==> src/rtl/cnn_pkg.sv <==
`default_nettype none
`timescale 1ns/1ps
// ============================================================================
// Module      : cnn_pkg
// Description : Shared widths, types and the ReLU + requantisation helper
//               for the CNN post-processing blocks.
// Revision    : 1.0 - initial release
// ============================================================================
package cnn_pkg;

    localparam int ACC_W = 32;  // PE accumulator width
    localparam int PIX_W = 8;   // default unsigned pixel width

    typedef logic signed [ACC_W-1:0] acc_t;
    typedef logic        [PIX_W-1:0] pix_t;

    // Pooling row phase: the top row of a 2x2 window fills the line buffer,
    // the bottom row consumes it and produces pooled pixels.
    typedef enum logic [0:0] {
        ROW_TOP = 1'b0,
        ROW_BOT = 1'b1
    } row_state_t;

    // ReLU followed by round-half-up right shift. The result is returned
    // unclipped in ACC_W+1 bits so the caller can detect and saturate to its
    // own output width. A positive input plus the rounding bias never exceeds
    // 2^32, so ACC_W+1 bits cannot overflow.
    function automatic logic [ACC_W:0] relu_requant(input acc_t x, input int unsigned shift);
        logic [ACC_W:0] v_half;
        logic [ACC_W:0] v_sum;
        v_half = {{ACC_W{1'b0}}, 1'b1} << (shift - 1);
        v_sum  = {1'b0, x} + v_half;
        if (x <= 0) begin
            return '0;
        end
        return v_sum >> shift;
    endfunction

endpackage : cnn_pkg
`default_nettype wire

==> src/rtl/pool_line_buf.sv <==
`default_nettype none
`timescale 1ns/1ps
// ============================================================================
// Module      : pool_line_buf
// Description : Line buffer holding the horizontal maxima of the top row of
//               each 2x2 pooling window. One synchronous write port, one
//               asynchronous (combinational) read port. Contents are not
//               reset: every slot is written in the top row before the bottom
//               row reads it.
// Ports       : clk_i      - clock
//               wr_en_i    - write strobe
//               wr_addr_i  - write slot
//               wr_data_i  - write data
//               rd_addr_i  - read slot
//               rd_data_o  - read data (combinational)
// Revision    : 1.0 - initial release
// ============================================================================
module pool_line_buf
    import cnn_pkg::*;
#(
    parameter int DEPTH = 1,
    parameter int WIDTH = PIX_W,
    parameter int AW    = 1
) (
    input  logic             clk_i,
    input  logic             wr_en_i,
    input  logic [AW-1:0]    wr_addr_i,
    input  logic [WIDTH-1:0] wr_data_i,
    input  logic [AW-1:0]    rd_addr_i,
    output logic [WIDTH-1:0] rd_data_o
);

    logic [WIDTH-1:0] mem_q [DEPTH];

    always_ff @(posedge clk_i) begin
        if (wr_en_i) begin
            mem_q[wr_addr_i] <= wr_data_i;
        end
    end

    assign rd_data_o = mem_q[rd_addr_i];

endmodule : pool_line_buf
`default_nettype wire

==> src/rtl/relu_quant_pool.sv <==
`default_nettype none
`timescale 1ns/1ps
// ============================================================================
// Module      : relu_quant_pool
// Description : ReLU + requantisation of PE accumulator results followed by
//               2x2 / stride-2 max pooling over a streamed feature map.
//               Stage 1 (registered): ReLU, rounding shift, saturation.
//               Stage 2 (registered): horizontal max, line buffer, vertical
//               max. Window output appears two cycles after the in_valid of
//               its bottom-right input. No backpressure.
// Ports       : clk       - clock
//               rst       - asynchronous active-high reset
//               clear     - synchronous flush (wins over in_valid)
//               in_valid  - accumulator beat valid
//               in_data   - signed accumulator value
//               in_last   - last column marker, checked against counter
//               out_valid - pooled pixel pulse
//               out_data  - pooled pixel, held while out_valid is low
//               out_last  - last pooled pixel of an output row
//               row_err   - sticky in_last/column disagreement
//               sat_cnt   - saturation event count (RQP_SAT_CNT_EN only)
// Options     : RQP_SAT_CNT_EN - adds the 16-bit saturating sat_cnt output
// Revision    : 1.0 - initial release
// ============================================================================
module relu_quant_pool
    import cnn_pkg::*;
#(
    parameter int ROW_LEN = 3,
    parameter int SHIFT   = 14,
    parameter int OUT_W   = PIX_W
) (
    input  logic             clk,
    input  logic             rst,
    input  logic             clear,
    input  logic             in_valid,
    input  acc_t             in_data,
    input  logic             in_last,
    output logic             out_valid,
    output logic [OUT_W-1:0] out_data,
    output logic             out_last,
    output logic             row_err
`ifdef RQP_SAT_CNT_EN
    ,
    output logic [15:0]      sat_cnt
`endif
);

    localparam int c_col_w = $clog2(ROW_LEN);
    localparam int c_slots = ROW_LEN / 2;
    localparam int c_aw    = (c_slots > 1) ? $clog2(c_slots) : 1;

    localparam logic [c_col_w-1:0] c_last_col  = c_col_w'(ROW_LEN - 1);
    localparam logic [c_col_w-1:0] c_col_one   = c_col_w'(1);
    localparam logic [c_aw-1:0]    c_last_slot = c_aw'(c_slots - 1);
    localparam bit                 c_odd_len   = (ROW_LEN % 2) == 1;
    localparam logic [ACC_W:0]     c_sat_max   = {{(ACC_W + 1 - OUT_W){1'b0}}, {OUT_W{1'b1}}};

    // ------------------------------------------------------------------
    // State
    // ------------------------------------------------------------------
    logic [c_col_w-1:0] col_q,      col_d;
    row_state_t         row_q,      row_d;
    logic               s1_valid_q, s1_valid_d;
    logic [OUT_W-1:0]   s1_pix_q,   s1_pix_d;
    logic [c_col_w-1:0] s1_col_q,   s1_col_d;
    row_state_t         s1_row_q,   s1_row_d;
    logic [OUT_W-1:0]   h_q,        h_d;
    logic               out_valid_q, out_valid_d;
    logic [OUT_W-1:0]   out_data_q,  out_data_d;
    logic               out_last_q,  out_last_d;
    logic               row_err_q;

    // ------------------------------------------------------------------
    // Stage 1 combinational: ReLU, rounding shift, saturation
    // ------------------------------------------------------------------
    logic [ACC_W:0]   w_r;
    logic             w_sat;
    logic [OUT_W-1:0] w_pix;
    logic             w_take;
    logic             w_col_end;

    assign w_r       = relu_requant(in_data, SHIFT);
    assign w_sat     = w_r > c_sat_max;
    assign w_pix     = w_sat ? {OUT_W{1'b1}} : w_r[OUT_W-1:0];
    assign w_take    = in_valid & ~clear;
    assign w_col_end = (col_q == c_last_col);

    // ------------------------------------------------------------------
    // Stage 2 combinational: horizontal and vertical max
    // ------------------------------------------------------------------
    logic [c_aw-1:0]  w_slot;
    logic             w_odd;
    logic             w_discard;
    logic [OUT_W-1:0] w_hmax;
    logic [OUT_W-1:0] w_lb_rd;
    logic [OUT_W-1:0] w_pool;
    logic             w_lb_we;

    assign w_slot    = c_aw'(s1_col_q >> 1);
    assign w_odd     = s1_col_q[0];
    // With an odd row length the trailing even column has no partner and is
    // dropped (floor pooling).
    assign w_discard = c_odd_len && (s1_col_q == c_last_col);
    assign w_hmax    = (s1_pix_q > h_q) ? s1_pix_q : h_q;
    assign w_pool    = (w_hmax > w_lb_rd) ? w_hmax : w_lb_rd;
    assign w_lb_we   = s1_valid_q & w_odd & (s1_row_q == ROW_TOP) & ~clear;

    pool_line_buf #(
        .DEPTH (c_slots),
        .WIDTH (OUT_W),
        .AW    (c_aw)
    ) u_line_buf (
        .clk_i     (clk),
        .wr_en_i   (w_lb_we),
        .wr_addr_i (w_slot),
        .wr_data_i (w_hmax),
        .rd_addr_i (w_slot),
        .rd_data_o (w_lb_rd)
    );

    // ------------------------------------------------------------------
    // Next-state logic
    // ------------------------------------------------------------------
    always_comb begin
        col_d       = col_q;
        row_d       = row_q;
        s1_valid_d  = 1'b0;
        s1_pix_d    = s1_pix_q;
        s1_col_d    = s1_col_q;
        s1_row_d    = s1_row_q;
        h_d         = h_q;
        out_valid_d = 1'b0;
        out_data_d  = out_data_q;
        out_last_d  = 1'b0;

        if (clear) begin
            col_d      = '0;
            row_d      = ROW_TOP;
            s1_pix_d   = '0;
            s1_col_d   = '0;
            s1_row_d   = ROW_TOP;
            h_d        = '0;
            out_data_d = '0;
        end else begin
            // The counter and row phase advance as a beat is accepted; the
            // beat carries its own column and row into stage 1 so stage 2
            // never sees the already-advanced values.
            if (in_valid) begin
                s1_valid_d = 1'b1;
                s1_pix_d   = w_pix;
                s1_col_d   = col_q;
                s1_row_d   = row_q;
                if (w_col_end) begin
                    col_d = '0;
                    row_d = (row_q == ROW_TOP) ? ROW_BOT : ROW_TOP;
                end else begin
                    col_d = col_q + c_col_one;
                end
            end

            if (s1_valid_q) begin
                if (!w_odd) begin
                    if (!w_discard) begin
                        h_d = s1_pix_q;
                    end
                end else if (s1_row_q == ROW_BOT) begin
                    out_valid_d = 1'b1;
                    out_data_d  = w_pool;
                    out_last_d  = (w_slot == c_last_slot);
                end
            end
        end
    end

    // ------------------------------------------------------------------
    // Registers
    // ------------------------------------------------------------------
    always_ff @(posedge clk or posedge rst) begin
        if (rst) begin
            col_q       <= '0;
            row_q       <= ROW_TOP;
            s1_valid_q  <= 1'b0;
            s1_pix_q    <= '0;
            s1_col_q    <= '0;
            s1_row_q    <= ROW_TOP;
            h_q         <= '0;
            out_valid_q <= 1'b0;
            out_data_q  <= '0;
            out_last_q  <= 1'b0;
        end else begin
            col_q       <= col_d;
            row_q       <= row_d;
            s1_valid_q  <= s1_valid_d;
            s1_pix_q    <= s1_pix_d;
            s1_col_q    <= s1_col_d;
            s1_row_q    <= s1_row_d;
            h_q         <= h_d;
            out_valid_q <= out_valid_d;
            out_data_q  <= out_data_d;
            out_last_q  <= out_last_d;
        end
    end

    // Sticky framing error; survives clear so software can inspect it after
    // flushing the pipeline.
    always_ff @(posedge clk or posedge rst) begin
        if (rst) begin
            row_err_q <= 1'b0;
        end else if (w_take && (in_last != w_col_end)) begin
            row_err_q <= 1'b1;
        end
    end

`ifdef RQP_SAT_CNT_EN
    logic [15:0] sat_cnt_q;

    always_ff @(posedge clk or posedge rst) begin
        if (rst) begin
            sat_cnt_q <= '0;
        end else if (clear) begin
            sat_cnt_q <= '0;
        end else if (w_take && w_sat && (sat_cnt_q != 16'hFFFF)) begin
            sat_cnt_q <= sat_cnt_q + 16'd1;
        end
    end

    assign sat_cnt = sat_cnt_q;
`endif

    assign out_valid = out_valid_q;
    assign out_data  = out_data_q;
    assign out_last  = out_last_q;
    assign row_err   = row_err_q;

endmodule : relu_quant_pool
`default_nettype wire

==> config.mk <==
export PLATFORM = sky130hd
export DESIGN_NAME = relu_quant_pool
export DESIGN_NICKNAME = d
export VERILOG_FILES = /design/src/rtl/cnn_pkg.sv /design/src/rtl/pool_line_buf.sv /design/src/rtl/relu_quant_pool.sv
export SDC_FILE = /design/constraint.sdc
export NUM_CORES = 1
export LEC_CHECK = 0
export CAP_MARGIN = 20
export CORE_UTILIZATION = 42
export CTS_CLUSTER_DIAMETER = 60
export DETAILED_ROUTE_END_ITERATION = 10
export GPL_TIMING_DRIVEN = 0
export MAX_ROUTING_LAYER = met4
export PLACE_DENSITY = 0.66
export SYNTH_ARGS = -nofsm -noshare
export SYNTH_HDL_FRONTEND = slang
export SYNTH_SLANG_ARGS = --single-unit
==> constraint.sdc <==
create_clock -name clk -period 3.7 [get_ports clk]
set_input_delay 0.74 -clock clk [delete_from_list [all_inputs] [get_ports clk]]
set_output_delay 0.74 -clock clk [all_outputs]
set_load 0.01 [all_outputs]
==> implementation parameters <==
Parameter                              Value

Power and ir drop
  Portion of total power attributed to the clock network    0.343
  Maximum VDD drop    217 uV
  Internal power    791 uW
  Total power of the final layout    1.08 mW
  Switching power    292 uW
  Combinational share of power    0.203
  Power share of the sequential group    0.454
  Total power divided by cell area    315 nW/um2
  Fraction of power spent switching nets    0.270
  Static Leakage    1.44 nW

Route
  Detailed router's first-iteration violation count    77
  TritonRoute pass-1 iters    4
  Number of DRC violations after detailed routing    0
  Routed length per instance    14.1 um
  Final ANT Viol Nets    0
  Detailed-route via count    2,349
  Avg Vias per Cell    5.51
  Routed wire length    6000 um

STA
  Max transition margin    0.456
  Clock Skew    14.3 ps
  Total setup violations reported at the end of the flow    0
  Final worst hold slack    473 ps
  Fmax    292 MHz
  Setup repair after global routing missed its margin    no
  Setup WS post-layout    274 ps
  Shortest clock period the worst path allows after layout    3430 ps
  Fin. max-slew vios    0
  Worst-margin pin slew    814 ps
  Final setup TNS    0 ps
  Endpoints failing hold    0
  Portion of the clock cycle consumed by the worst path in the final layout    0.926

Synth
  Cell area after technology mapping    2750 um2
  Number of different library cells in the post-synthesis netlist    49
  Async SR Flop Fraction    0.810
  Seq/Total Area, Yosys    0.397
  Number of storage elements in the synthesis netlist    42
  Syn Inst Count    295
  Synthesized area divided by synthesized cell count    9.31 um2
  Area share of the leading cell type in the synthesized netlist    0.310
  Number of flops mapped to enable cells by yosys    8
  Most area-hungry cell type in the Yosys netlist    sky130_fd_sc_hd__dfrtp_1
  Cell types occupying the most area after synthesis    sky130_fd_sc_hd__dfrtp_1 (31%), sky130_fd_sc_hd__edfxtp_1 (8.8%), sky130_fd_sc_hd__ha_1 (7.7%)
  Top FF cell, synth    sky130_fd_sc_hd__dfrtp_1
  Synth top cells by count    sky130_fd_sc_hd__dfrtp_1 (34), sky130_fd_sc_hd__nor2_1 (32), sky130_fd_sc_hd__inv_1 (26), sky130_fd_sc_hd__nand2_1 (19), sky130_fd_sc_hd__ha_1 (17)
  Post-synthesis net count    349
  Most used standard cell by instance count after synthesis    sky130_fd_sc_hd__dfrtp_1
  Yosys Warn Count    0

Global routing
  Via count of the first global-routing pass    2,343
  Met1 Usage GRT    0.232
  Met2 track utilization from global routing    0.328
  Initial antenna violation count    0
  GR Overflow Total    0
  GR Util All Layers    0.192
  GR peak layer    met2
  Maximum number of pins on one net before global-route repair    24
  M3 GR Usage    0.0318
  First-pass GRT wire length    10,600 um

Worst setup path
  CP Max Fanout    9
  Largest stage delay, worst path    420 ps
  Cell at the slowest stage of the critical path    sky130_fd_sc_hd__dfrtp_1
  Data arrival time at the worst-slack endpoint    3610 ps
  Kind of start point of the critical path    register
  FF-to-FF setup slack    270 ps
  Required arrival time at the worst endpoint    3880 ps
  R2R Path Start    s1_pix_q[1]$_DFFE_PP0P_
  Number of cells on the worst reg-to-reg path    14
  Kind of capture point of the worst setup path    register
  Cells along the critical path    ha_1 -> nor2b_1 -> o211ai_1 -> a21oi_1 -> o22ai_4 -> mux2i_1 -> inv_1 -> ha_1 -> nor2b_1 -> o21a_1 -> o21a_1 -> o21ai_2 -> a211o_2 -> o211ai_1
  RR Endpoint    out_data[3]$_DFFE_PP0P_
  Crit path kind    reg -> reg

Clocking
  Skew-Pair Late Insertion Delay    300 ps
  Longest Clk Path Bufs    2
  Reg clk slew, reported paths    90 ps
  TritonCTS Sinks    42
  Count of hold-fix buffers inserted at cts    0
  Root buffer cell    sky130_fd_sc_hd__clkbuf_8
  Total CTS buffers    5
  Depth of the CTS H-tree    2
  TritonCTS clock tree    yes

Finish
  Finished Layout Cells    426
  Count of inserted antenna diode cells    0
  Proportion of layout cells with a drive suffix above 1    0.0802
  Finished Cell Area    3440 um2
  Final net count    402
  Relative area change from synthesis to final layout    25.2%
  Post-layout utilization of the core    0.544

Die
  Row count    29
  Initial core utilization    0.435
  DIE HEIGHT    82.8 um
  Core area    6310 um2
  Die X    82.8 um
  Top-Level Pins    48
  Area of the die    6860 um2

Place
  IO Port Bufs    40
  DP Cell Count    414
  Final Wtd Congestion    0.905
  Post-detail-place hpwl    4800 um
  Post-DP Area    3270 um2
  DP Worst Slack    -211 ps

Outcome
  Run status    finished clean

Worst hold path
  End point of the most critical hold path    row_err$_DFFE_PP0P_
  Origin of the worst min-delay path    row_err$_DFFE_PP0P_
  Class of the worst hold path    reg -> reg
  Number of instances on the worst hold path    1

Flow run
  Maxcap violations    0
[state kept, by name, indices dropped and copies added, names as in the netlist, 2 cells and up]
register	count
s1_pix_q	8
h_q	8
u_line_buf.mem_q	8
col_q	2
out_data	8
s1_col_q	2
[power by group through the flow]
stage / clock network, mW / logic, mW / registers (mW)
2_1_floorplan: 0 / 0.126 / 0.498
3_3_place_gp: 0 / 0.193 / 0.501
3_5_place_dp: 0 / 0.198 / 0.501
4_1_cts: 0.377 / 0.205 / 0.492
5_1_grt: 0.398 / 0.244 / 0.494
6_report: 0.371 / 0.220 / 0.492
[cells in the final DEF, fill, tap and decap left out, drive strengths merged, types with 2 or more instances in the layout]
| cell | count |
|---|---|
| o211ai | 9 |
| nand4 | 17 |
| edfxtp | 8 |
| nor2b | 5 |
| o22ai | 2 |
| o21ai | 3 |
| a21oi | 15 |
| a211oi | 7 |
| xor2 | 6 |
| o21a | 2 |
| inv | 27 |
| nor3b | 2 |
| a21o | 2 |
| nor3 | 6 |
| clkdlybuf4s50 | 40 |
| xnor2 | 9 |
| a21boi | 7 |
| or3 | 2 |
| clkbuf | 11 |
| o31ai | 2 |
| nand2 | 20 |
| mux2i | 12 |
| dfrtp | 34 |
| buf | 13 |
| nand3 | 9 |
| nor4 | 12 |
| ha | 17 |
| nor2 | 32 |
| a31oi | 5 |
[critical path: cells and delay by family, from the launching register on]
family                   cells  cell delay [ps]
buffers and inverters        1              110
AO/OA/AOI/OAI                8             1560
flip-flops                   1              420
AND/OR/NAND/NOR              2              270
multiplexers                 1              330
adder cells (fa/ha/maj)      2              600
[area by class of cell]
class | count | area (um2)
Buffer | 13 | 68.8
Clock inverter | 3 | 43.8
Fill cell | 583 | 2880
Inverter | 26 | 97.6
Sequential cell | 42 | 1090
Multi-Input combinational cell | 214 | 1510
Clock buffer | 5 | 68.8
Timing Repair Buffer | 46 | 463
Tap cell | 77 | 96.3
[repair_timing]
action	CTS	global route
resized for setup	3	1
endpoints found under the setup margin	8	8
pin swaps	0	1
setup buffers	0	4
[cell families (layout without fill, tap and decap cells)]
kind of cell               after synthesis  in the layout  synth area share
and+or+nand+nor                        109            109             0.220
AOI/OAI and AO/OA                       61             61             0.153
DFF                                     42             42             0.397
buffers and inverters                   39             93            0.0606
adders and majority gates               17             17            0.0775
xor gates and xnor gates                15             15            0.0479
muxes                                   12             12            0.0438
[layer usage]
metal | wire [um] | vias up
li1 | - | 1176
met1 | 2700 | 1109
met2 | 2990 | 53
met3 | 186 | 11
met4 | 127 | 0
met5 | 0 | -
[worst max path at each step]
stage | start | end | slack, ps
final | s1_pix_q[1]$_DFFE_PP0P_ | out_data[3]$_DFFE_PP0P_ | 270
after global routing | s1_pix_q[1]$_DFFE_PP0P_ | out_data[3]$_DFFE_PP0P_ | 10
after CTS | s1_pix_q[1]$_DFFE_PP0P_ | out_data[3]$_DFFE_PP0P_ | 80
after detailed placement | s1_pix_q[1]$_DFFE_PP0P_ | out_data[3]$_DFFE_PP0P_ | -210
after global placement | s1_pix_q[1]$_DFFE_PP0P_ | out_data[3]$_DFFE_PP0P_ | -170
after floorplan | s1_pix_q[1]$_DFFE_PP0P_ | out_data[1]$_DFFE_PP0P_ | 380
No activity file was read; power rests on OpenSTA's default activity.
